**src/rtl/buffered_bus_interface_pkg.sv**
```systemverilog
`default_nettype none
// ============================================================================
// Module  : buffered_bus_interface_pkg
// Brief   : Shared send-FSM state encoding and fill-count width helper for
//           the buffered bus interface and its FIFOs.
// Revision: 1.0 - initial release
// ============================================================================
package buffered_bus_interface_pkg;

    // Per-interface send handshake states
    typedef enum logic [1:0] {
        SEND_IDLE  = 2'd0,
        SEND_START = 2'd1,
        SEND_ACK   = 2'd2,
        SEND_DONE  = 2'd3
    } send_state_t;

    // A fill count must represent 0..depth inclusive, hence one extra bit
    function automatic int cnt_width(input int depth);
        return $clog2(depth) + 1;
    endfunction

endpackage
`default_nettype wire

```
**src/rtl/buffered_bus_interface_sync_fifo.sv**
```systemverilog
`default_nettype none
// ============================================================================
// Module  : sync_fifo
// Brief   : Single-clock first-word-fall-through FIFO with fill count.
//           A push on a full FIFO is accepted only when a pop happens in the
//           same cycle; a pop on an empty FIFO is ignored.
// Revision: 1.0 - initial release
// ============================================================================
module sync_fifo
    import buffered_bus_interface_pkg::*;
#(
    parameter int WIDTH = 8,
    parameter int DEPTH = 16,
    localparam int CNT_W = cnt_width(DEPTH),
    localparam int PTR_W = $clog2(DEPTH)
)(
    input  logic             clk,
    input  logic             rst,
    input  logic             push,
    input  logic             pop,
    input  logic [WIDTH-1:0] din,
    output logic [WIDTH-1:0] dout,
    output logic             empty,
    output logic             full,
    output logic [CNT_W-1:0] count
);

    logic [WIDTH-1:0] r_mem [DEPTH];
    logic [PTR_W-1:0] r_wr_ptr;
    logic [PTR_W-1:0] r_rd_ptr;
    logic [CNT_W-1:0] r_count;
    logic             w_do_pop;
    logic             w_do_push;

    assign empty     = (r_count == '0);
    assign full      = (r_count == CNT_W'(DEPTH));
    assign count     = r_count;
    assign w_do_pop  = pop & ~empty;
    assign w_do_push = push & (~full | w_do_pop);

    // Head is forced to zero while empty so the output is clean after reset
    assign dout = empty ? '0 : r_mem[r_rd_ptr];

    // Pointer and occupancy bookkeeping
    always_ff @(posedge clk) begin
        if (!rst) begin
            r_wr_ptr <= '0;
            r_rd_ptr <= '0;
            r_count  <= '0;
        end else begin
            if (w_do_push) begin
                r_wr_ptr <= r_wr_ptr + PTR_W'(1);
            end
            if (w_do_pop) begin
                r_rd_ptr <= r_rd_ptr + PTR_W'(1);
            end
            case ({w_do_push, w_do_pop})
                2'b10:   r_count <= r_count + CNT_W'(1);
                2'b01:   r_count <= r_count - CNT_W'(1);
                default: r_count <= r_count;
            endcase
        end
    end

    // Storage array; contents need no reset since empty masks the head
    always_ff @(posedge clk) begin
        if (w_do_push) begin
            r_mem[r_wr_ptr] <= din;
        end
    end

endmodule
`default_nettype wire

```
**src/rtl/buffered_bus_interface.sv**
```systemverilog
`default_nettype none
// ============================================================================
// Module  : buffered_bus_interface
// Brief   : Per-interface receive and fake-send FIFOs between the bus
//           controller and the MITM logic, send handshake sequencing, sticky
//           overflow flags and receive fill level reporting.
// Revision: 1.0 - initial release
// ============================================================================
module buffered_bus_interface
    import buffered_bus_interface_pkg::*;
#(
    parameter int NUM_DATA_BITS = 8,
    parameter int NUM_IFS       = 2,
    parameter int FIFO_DEPTH    = 16,
    localparam int CNT_W        = cnt_width(FIFO_DEPTH)
)(
    input  logic                              sys_clk,
    input  logic                              rst,
    input  logic [NUM_IFS-1:0]                ctrl_recv_ready,
    input  logic [NUM_IFS*NUM_DATA_BITS-1:0]  ctrl_recv_data,
    input  logic [NUM_IFS-1:0]                ctrl_send_ready,
    output logic [NUM_IFS-1:0]                ctrl_send_select,
    output logic [NUM_IFS-1:0]                ctrl_send_start,
    output logic [NUM_IFS*NUM_DATA_BITS-1:0]  ctrl_send_data,
    input  logic [NUM_IFS-1:0]                mitm_send_select,
    output logic [NUM_IFS-1:0]                mitm_recv_valid,
    output logic [NUM_IFS*NUM_DATA_BITS-1:0]  mitm_recv_data,
    input  logic [NUM_IFS-1:0]                mitm_recv_pop,
    input  logic [NUM_IFS-1:0]                mitm_send_push,
    input  logic [NUM_IFS*NUM_DATA_BITS-1:0]  mitm_send_data,
    output logic [NUM_IFS-1:0]                mitm_send_full,
    output logic [NUM_IFS*CNT_W-1:0]          recv_count,
    output logic [2*NUM_IFS-1:0]              overflow,
    input  logic                              overflow_clr
);

    localparam int W = NUM_DATA_BITS;

    logic [2*NUM_IFS-1:0] w_ovf_set;
    logic [2*NUM_IFS-1:0] r_overflow;

    generate
        for (genvar i = 0; i < NUM_IFS; i++) begin : g_if
            logic [W-1:0]     w_rx_dout;
            logic             w_rx_empty;
            logic             w_rx_full;
            logic [CNT_W-1:0] w_rx_count;
            logic [W-1:0]     w_tx_head;
            logic             w_tx_empty;
            logic             w_tx_full;
            logic [CNT_W-1:0] w_tx_count_unused;
            logic             w_tx_pop;
            logic             w_load;
            logic             w_start;
            logic             w_sel_out;
            send_state_t      r_state;
            send_state_t      w_state_nxt;
            logic             r_sel;
            logic [W-1:0]     r_send_data;

            sync_fifo #(
                .WIDTH (W),
                .DEPTH (FIFO_DEPTH)
            ) u_rx_fifo (
                .clk   (sys_clk),
                .rst   (rst),
                .push  (ctrl_recv_ready[i]),
                .pop   (mitm_recv_pop[i]),
                .din   (ctrl_recv_data[i*W +: W]),
                .dout  (w_rx_dout),
                .empty (w_rx_empty),
                .full  (w_rx_full),
                .count (w_rx_count)
            );

            sync_fifo #(
                .WIDTH (W),
                .DEPTH (FIFO_DEPTH)
            ) u_tx_fifo (
                .clk   (sys_clk),
                .rst   (rst),
                .push  (mitm_send_push[i]),
                .pop   (w_tx_pop),
                .din   (mitm_send_data[i*W +: W]),
                .dout  (w_tx_head),
                .empty (w_tx_empty),
                .full  (w_tx_full),
                .count (w_tx_count_unused)
            );

            assign mitm_recv_valid[i]            = ~w_rx_empty;
            assign mitm_recv_data[i*W +: W]      = w_rx_dout;
            assign recv_count[i*CNT_W +: CNT_W]  = w_rx_count;
            assign mitm_send_full[i]             = w_tx_full;

            // A receive on a full FIFO is lost unless a pop frees a slot
            assign w_ovf_set[2*i]   = ctrl_recv_ready[i] & w_rx_full & ~mitm_recv_pop[i];
            // Likewise a push is lost unless the FSM pops in the same cycle
            assign w_ovf_set[2*i+1] = mitm_send_push[i] & w_tx_full & ~w_tx_pop;

            // Select stays asserted until an in-flight word has fully completed
            assign w_sel_out           = r_sel | (r_state != SEND_IDLE);
            assign ctrl_send_select[i] = w_sel_out;
            assign ctrl_send_start[i]  = w_start;
            assign ctrl_send_data[i*W +: W] = r_send_data;

            // Send state, registered select and held send word
            always_ff @(posedge sys_clk) begin
                if (!rst) begin
                    r_state     <= SEND_IDLE;
                    r_sel       <= 1'b0;
                    r_send_data <= '0;
                end else begin
                    r_state <= w_state_nxt;
                    r_sel   <= mitm_send_select[i];
                    if (w_load) begin
                        r_send_data <= w_tx_head;
                    end
                end
            end

            // Send handshake: start strobe, wait for ready low, then ready high
            always_comb begin
                w_state_nxt = r_state;
                w_load      = 1'b0;
                w_tx_pop    = 1'b0;
                w_start     = 1'b0;
                case (r_state)
                    SEND_IDLE: begin
                        if (w_sel_out && !w_tx_empty && ctrl_send_ready[i]) begin
                            w_state_nxt = SEND_START;
                            w_load      = 1'b1;
                        end
                    end
                    SEND_START: begin
                        w_start     = 1'b1;
                        w_tx_pop    = 1'b1;
                        w_state_nxt = SEND_ACK;
                    end
                    SEND_ACK: begin
                        if (!ctrl_send_ready[i]) begin
                            w_state_nxt = SEND_DONE;
                        end
                    end
                    SEND_DONE: begin
                        if (ctrl_send_ready[i]) begin
                            w_state_nxt = SEND_IDLE;
                        end
                    end
                    default: w_state_nxt = SEND_IDLE;
                endcase
            end
        end
    endgenerate

    // Sticky overflow flags; a new event wins over a simultaneous clear
    always_ff @(posedge sys_clk) begin
        if (!rst) begin
            r_overflow <= '0;
        end else begin
            r_overflow <= (overflow_clr ? '0 : r_overflow) | w_ovf_set;
        end
    end

    assign overflow = r_overflow;

endmodule
`default_nettype wire

```
**config.mk**
```make
export PLATFORM = sky130hd
export DESIGN_NAME = buffered_bus_interface
export DESIGN_NICKNAME = d
export VERILOG_FILES = /design/src/rtl/buffered_bus_interface_pkg.sv /design/src/rtl/buffered_bus_interface_sync_fifo.sv /design/src/rtl/buffered_bus_interface.sv
export SDC_FILE = /design/constraint.sdc
export NUM_CORES = 1
export LEC_CHECK = 0
export CAP_MARGIN = 40
export CORE_MARGIN = 8
export CORE_UTILIZATION = 55
export DETAILED_ROUTE_END_ITERATION = 8
export PLACE_DENSITY = 0.73
export SETUP_SLACK_MARGIN = 0.4
export SKIP_LAST_GASP = 1
export SYNTH_ARGS = -nofsm -noshare
export SYNTH_HDL_FRONTEND = slang
export SYNTH_SLANG_ARGS = --single-unit
```
**constraint.sdc**
```tcl
create_clock -name sys_clk -period 4.7 [get_ports sys_clk]
set_clock_uncertainty 0.2 [all_clocks]
set_input_delay 1.175 -clock sys_clk [delete_from_list [all_inputs] [get_ports sys_clk]]
set_output_delay 1.175 -clock sys_clk [all_outputs]
set_load 0.02 [all_outputs]
```
==> results.json, run 1 <==
{
  "setup_viol": 0,
  "path_class": "flip-flop to output port",
  "rr_endpoint": "g_if[0].u_rx_fifo.count[4]",
  "seq_area_mm2": 0.0171,
  "endpoint": "mitm_recv_data[5]",
  "ys_seq_area_share_pct": 70.1,
  "r2r_slack_ns": 1.31,
  "powerDensity_mw_per_mm2": 498,
  "tightest_slew_ns": 0.861,
  "p_int_mw": 10.2,
  "ys_types": 66,
  "grt_pass1_vias": 12973,
  "finish.instance_area_mm2": 0.0281,
  "crit_start": "g_if[0].u_rx_fifo.count[1]",
  "critical_path_buf_inv_count": 1,
  "status": "completed",
  "hold_viol": 0,
  "wl_mm": 48.0,
  "track_usage_pct": 18.9,
  "die_area_mm2": 0.0513,
  "worst_path_max_delay_cell": "or4_4",
  "wl_per_cell_um": 22.4,
  "dpl.cell_count": 2033,
  "stdcell_count": 2143,
  "drtIter0Drc": 978,
  "vias": 12696,
  "syn_inst": 1382,
  "avgViaCountPerCell": 5.92,
  "synth-async-reset-ratio_pct": 0,
  "grt_pass1_wl_mm": 74.1,
  "ys_ff_latch": 598,
  "hpwl_mm": 31.2,
  "crit_family": "simple AND/OR/NAND/NOR gates",
  "pwr-share-clk_pct": 32.7,
  "drc": 0,
  "num_rows": 77,
  "avgSynthCellArea_um2": 17.6,
  "insertion_delay_ns": 0.60,
  "p_seq_share_pct": 44.7,
  "worstPathMaxFanout": 9,
  "max_freq_ghz": 0.238,
  "synth_edf_count": 512,
  "start_util_pct": 55.4,
  "min_period_ns": 4.19,
  "gp_congestion": 0.784,
  "grt_max_degree": 42,
  "p_leak_nw": 9.18,
  "chipHeight_um": 227,
  "multi_input_area_mm2": 0.00682,
  "drive_gt1_share_pct": 19.1,
  "antenna_found_initial": 0,
  "num_io_pins": 99,
  "reg2reg_from": "g_if[0].u_rx_fifo.count[1]",
  "period_share_pct": 89.2,
  "firstDrtPassIters": 5,
  "nFillCells": 3052,
  "clock-sinks": 598,
  "fp.coreArea_mm2": 0.0440,
  "crit_path_start_kind": "flip-flop",
  "crit_chain": "or4_4 -> or2_1 -> nand2b_2 -> o22ai_1 -> clkdlybuf4s50_1",
  "end_kind": "output port",
  "ctsHoldBuffers": 0,
  "syn2layout_area_growth_pct": 15.2,
  "cts_buffers": 57,
  "swShare_pct": 27.5,
  "htree_levels": 2,
  "rsz0062_at_grt": "no",
  "rr_worst_depth": 10,
  "portBuffers": 98,
  "hp-start": "g_if[1].r_send_data[0]",
  "crit_required_ns": 3.32,
  "overflow": 0,
  "diodes": 0,
  "synthFlopType": "edfxtp_1",
  "die_x_um": 227,
  "placed_area_mm2": 0.0261,
  "syn-num-nets": 1472,
  "tns_ns": 0,
  "min_path_type": "flip-flop to flip-flop",
  "postRouteAntennaNets": 0,
  "clk_pin_slew_worst_paths_ns": 0.06,
  "cap_violations": 0,
  "slew_viol_final": 0,
  "cp_slowest_stage_delay_ns": 0.61,
  "pwr-share-comb_pct": 22.6,
  "crit_arrival_ns": 2.82,
  "path_depth": 5,
  "peakVddDrop_v": 0.000460,
  "cts_root_buffer": "clkbuf_16",
  "yosysWarnings": 0,
  "cts_buffer_depth": 3,
  "syn-cell-area_mm2": 0.0244,
  "power.switching_mw": 3.85,
  "tritoncts": "built",
  "max_slew_margin_pct": 42.4,
  "final_nets": 1594
}
-- cell families (layout without fill, tap and decap cells) --
group,Yosys count,count (layout),share of synthesized area [%]
xor gates and xnor gates,27,27,0.970
buffers and inverters,113,282,2.04
and+or+nand+nor,246,246,5.13
muxes,202,202,14.9
adders and majority gates,45,45,2.34
DFF,598,598,70.1
AOI/OAI and AO/OA,151,151,4.57
-- sequential cells by signal (all words and copies together), names as in the netlist, 8 cells and up, named ones only --
signal / cells
g_if.u_rx_fifo.r_mem: 256
g_if.u_tx_fifo.r_mem: 256
g_if.r_send_data: 16
g_if.u_rx_fifo.count: 10
g_if.u_tx_fifo.count: 10
g_if.u_rx_fifo.r_rd_ptr: 8
g_if.u_rx_fifo.r_wr_ptr: 8
g_if.u_tx_fifo.r_rd_ptr: 8
g_if.u_tx_fifo.r_wr_ptr: 8
-- cell usage after synthesis, types with 22 or more instances --
master	count	share of area [%]
a21oi_1	32	0.66
buf_2	24	0.49
clkbuf_1	39	0.60
dfxtp_1	86	7.1
edfxtp_1	512	63
ha_1	44	2.3
inv_1	27	0.42
mux2i_1	74	3.0
mux4_2	128	12
nand2_1	31	0.48
nand2b_1	22	0.56
nand3_1	29	0.60
nor2_1	80	1.2
nor3_1	22	0.45
o22ai_1	24	0.62
xor2_1	22	0.79
-- cell type report --
cell class                      instances  area share (%)
Sequential cell                       598            60.9
Multi-Input combinational cell        671            24.3
Clock inverter                         27            1.02
Clock buffer                           79            5.70
Inverter                               31           0.418
Tap cell                              592            2.64
Timing Repair Buffer                  145            5.08
-- what timing repair did --
action / in CTS / in global routing
buffers inserted: 0 / 4
endpoints found under the setup margin: 16 / 15
gates cloned: 0 / 0
resized for setup: 6 / 7
-- metal layers --
layer | part of all wire [%] | wire length, µm | track usage (%) | vias to the layer above
met1 | 41 | 19900 | 25.2 | 6518
li1 | - | - | - | 5748
met3 | 6.4 | 3070 | 3.98 | 75
met2 | 50 | 24000 | 31.4 | 355
met4 | 2.2 | 1040 | 5.37 | 0
met5 | 0 | 0 | 0 | -
-- placed cells by master (no fill, tap or decap), types with 22 or more instances in the layout --
| cell | instances |
|---|---|
| edfxtp_1 | 512 |
| mux4_2 | 128 |
| clkdlybuf4s50_1 | 94 |
| dfxtp_1 | 82 |
| nor2_1 | 80 |
| mux2i_1 | 74 |
| clkbuf_16 | 59 |
| ha_1 | 44 |
| buf_4 | 41 |
| a21oi_1 | 32 |
| nand2_1 | 29 |
| nand3_1 | 29 |
| inv_1 | 26 |
| o22ai_1 | 24 |
| xor2_1 | 22 |
| nor3_1 | 22 |
-- power by group through the flow --
stage / clock (mW) / combinational [mW] / sequential [mW]
after floorplan: 0 / 2.14 / 6.28
final: 4.58 / 3.16 / 6.26
after detailed placement: 0 / 3.09 / 6.40
after CTS: 4.68 / 3.13 / 6.29
after global routing: 4.88 / 3.41 / 6.31
after global placement: 0 / 2.98 / 6.41
-- through the flow --
step | power [mW] | hold slack (ns) | utilization, % | worst slack, ns
after CTS | 14.1 | 0.255 | 63.7 | 0.408
after global routing | 14.6 | 0.273 | 63.8 | 0.409
after global placement | 9.39 | 0.236 | 59.1 | 0.470
after floorplan | 8.43 | 0.271 | - | 1.10
final | 14.0 | 0.254 | 63.8 | 0.506
after detailed placement | 9.49 | 0.243 | 59.4 | 0.443
-- worst min-delay path by stage --
stage          depth (start not counted)  slack (ns)                             to
6_report                               1        0.25         g_if[1].r_send_data[0]
2_1_floorplan                          2        0.27  g_if[0].u_tx_fifo.r_rd_ptr[3]
3_3_place_gp                           1        0.24         g_if[1].r_send_data[0]
3_5_place_dp                           1        0.24         g_if[1].r_send_data[0]
4_1_cts                                1        0.26         g_if[1].r_send_data[0]
5_1_grt                                1        0.27         g_if[1].r_send_data[1]
Note: power is estimated with default switching activity, not from simulation.
==> run 2: changes to the inputs <==
--- a/config.mk
+++ b/config.mk
@@ -9,7 +9,7 @@
 export CORE_MARGIN = 8
 export CORE_UTILIZATION = 55
 export DETAILED_ROUTE_END_ITERATION = 8
-export PLACE_DENSITY = 0.73
+export PLACE_DENSITY_LB_ADDON = 0.15
 export SETUP_SLACK_MARGIN = 0.4
 export SKIP_LAST_GASP = 1
 export SYNTH_ARGS = -nofsm -noshare
==> run 2 against run 1 <==
  * Maximum frequency shrank 0.44%
  * Core utilization grew 0.16 points
  * Non-clock buffer count grew 3
  * Largest power group unchanged
==> results.json, run 2 (synthesis results as in run 1) <==
{
  "status": "completed",
  "grt_pass1_vias": 12757,
  "final_cell_mix": "512 x edfxtp_1, 128 x mux4_2, 96 x clkdlybuf4s50_1, 82 x dfxtp_1, 80 x nor2_1",
  "seq_area_mm2": 0.0171,
  "multi_input_area_mm2": 0.00681,
  "crit_chain": "or4_4 -> or2_1 -> nand2b_2 -> o22ai_1 -> clkdlybuf4s50_1",
  "finish.instance_area_mm2": 0.0282,
  "tritoncts": "built",
  "clk_pin_slew_worst_paths_ns": 0.06,
  "top_layer": "met5",
  "wl_met2_mm": 23.9,
  "period_share_pct": 89.6,
  "end_kind": "output port",
  "gp_congestion": 0.774,
  "cap_violations": 0,
  "min_period_ns": 4.21,
  "layout_commonest_cell": "edfxtp_1",
  "firstDrtPassIters": 5,
  "hpwl_mm": 30.9,
  "crit_arrival_ns": 2.84,
  "hold_viol": 0,
  "cts_buffers": 59,
  "portBuffers": 98,
  "cp_slowest_stage_delay_ns": 0.60,
  "insertion_delay_ns": 0.61,
  "wl_mm": 47.5,
  "worstPathMaxFanout": 9,
  "overflow": 0,
  "htree_levels": 2,
  "avgViaCountPerCell": 5.77,
  "final_nets": 1599,
  "diodes": 0,
  "worst_path_max_delay_cell": "or4_4",
  "met3_length_mm": 2.39,
  "peakVddDrop_v": 0.000367,
  "tns_ns": 0,
  "stdcell_count": 2151,
  "top_regs": "g_if.u_rx_fifo.r_mem: 256 flops, g_if.u_tx_fifo.r_mem: 256 flops, g_if.r_send_data: 16 flops",
  "track_usage_pct": 18.7,
  "antenna_found_initial": 1,
  "finalWorstSetupSlack_ns": 0.488,
  "postRouteAntennaNets": 0,
  "fp.coreArea_mm2": 0.0440,
  "chipHeight_um": 227,
  "drc": 0,
  "max_slew_margin_pct": 41.0,
  "crit_required_ns": 3.32,
  "p_leak_nw": 9.18,
  "crit_family": "simple AND/OR/NAND/NOR gates",
  "die_area_mm2": 0.0513,
  "dp_worst_setup_slack_ns": 0.494,
  "critical_path_buf_inv_count": 1,
  "setup_viol": 0,
  "placed_area_mm2": 0.0261,
  "nFillCells": 3129,
  "clock-sinks": 598,
  "tightest_slew_ns": 0.882,
  "wl_per_cell_um": 22.1,
  "die_x_um": 227,
  "cts_buffer_depth": 3,
  "num_rows": 77,
  "grt_max_degree": 44,
  "ctsHoldBuffers": 0,
  "syn2layout_area_growth_pct": 15.5,
  "cts_root_buffer": "clkbuf_16",
  "grt_pass1_wl_mm": 73.8,
  "num_io_pins": 99,
  "dpl.cell_count": 2036,
  "met1_length_mm": 20.1,
  "vias": 12415,
  "crit_path_start_kind": "flip-flop",
  "slew_viol_final": 0,
  "rsz0062_at_grt": "no",
  "path_class": "flip-flop to output port",
  "drive_gt1_share_pct": 19.2,
  "drtIter0Drc": 1038,
  "min_path_type": "flip-flop to flip-flop",
  "powerDensity_mw_per_mm2": 501,
  "max_freq_ghz": 0.237,
  "power_mw": 14.1,
  "start_util_pct": 55.4
}
run 2: cell count changes in the layout (fill, tap and decap cells not counted), sizes merged:
cell	change
buf	+3
bufinv	+1
clkbuf	+2
clkdlybuf4s50	+2
clkinvlp	+2
dlymetal6s2s	-2
run 2: per-layer routing:
metal | up-vias | GRT usage (%)
li1 | 5745 | -
met1 | 6359 | 24.7
met2 | 240 | 31.7
met3 | 69 | 3.38
met4 | 2 | 5.77
met5 | - | 0
run 2: report_power, final:
group | internal, mW | total, mW | switching [mW]
Combinational | 1.44 | 3.11 | 1.67
Clock | 2.82 | 4.74 | 1.92
Sequential | 6.00 | 6.25 | 0.252
Total | 10.3 | 14.1 | 3.85
run 2: final cells by class:
| type | instances | share of cell area [%] |
|---|---|---|
| Clock inverter | 30 | 1.16 |
| Tap cell | 592 | 2.63 |
| Multi-Input combinational cell | 671 | 24.2 |
| Sequential cell | 598 | 60.7 |
| Clock buffer | 81 | 5.83 |
| Inverter | 31 | 0.417 |
| Timing Repair Buffer | 148 | 5.07 |
run 2: what timing repair did:
item | CTS | global route
setup endpoints to repair | 16 | 7
endpoints found under the hold margin | 0 | 0
setup buffers | 0 | 2
gates resized for setup | 8 | 2
pin swaps | 0 | 0
run 2: worst paths after layout:
path,start,endpoint,slack (ns),cells after the start
worst max register to register,g_if[0].u_rx_fifo.count[1],g_if[0].u_rx_fifo.count[4],1.33,10
worst min register to register,g_if[1].r_send_data[1],g_if[1].r_send_data[1],0.25,1
worst min-delay path,g_if[1].r_send_data[1],g_if[1].r_send_data[1],0.25,1
worst max-delay path,g_if[1].u_rx_fifo.count[1],mitm_recv_data[11],0.49,5
run 2: metrics by stage:
| step | utilization [%] | hold slack, ns |
|---|---|---|
| floorplan | - | 0.271 |
| global placement | 59.0 | 0.234 |
| detailed placement | 59.4 | 0.241 |
| CTS | 63.9 | 0.254 |
| global route | 64.0 | 0.267 |
| finish | 64.0 | 0.252 |
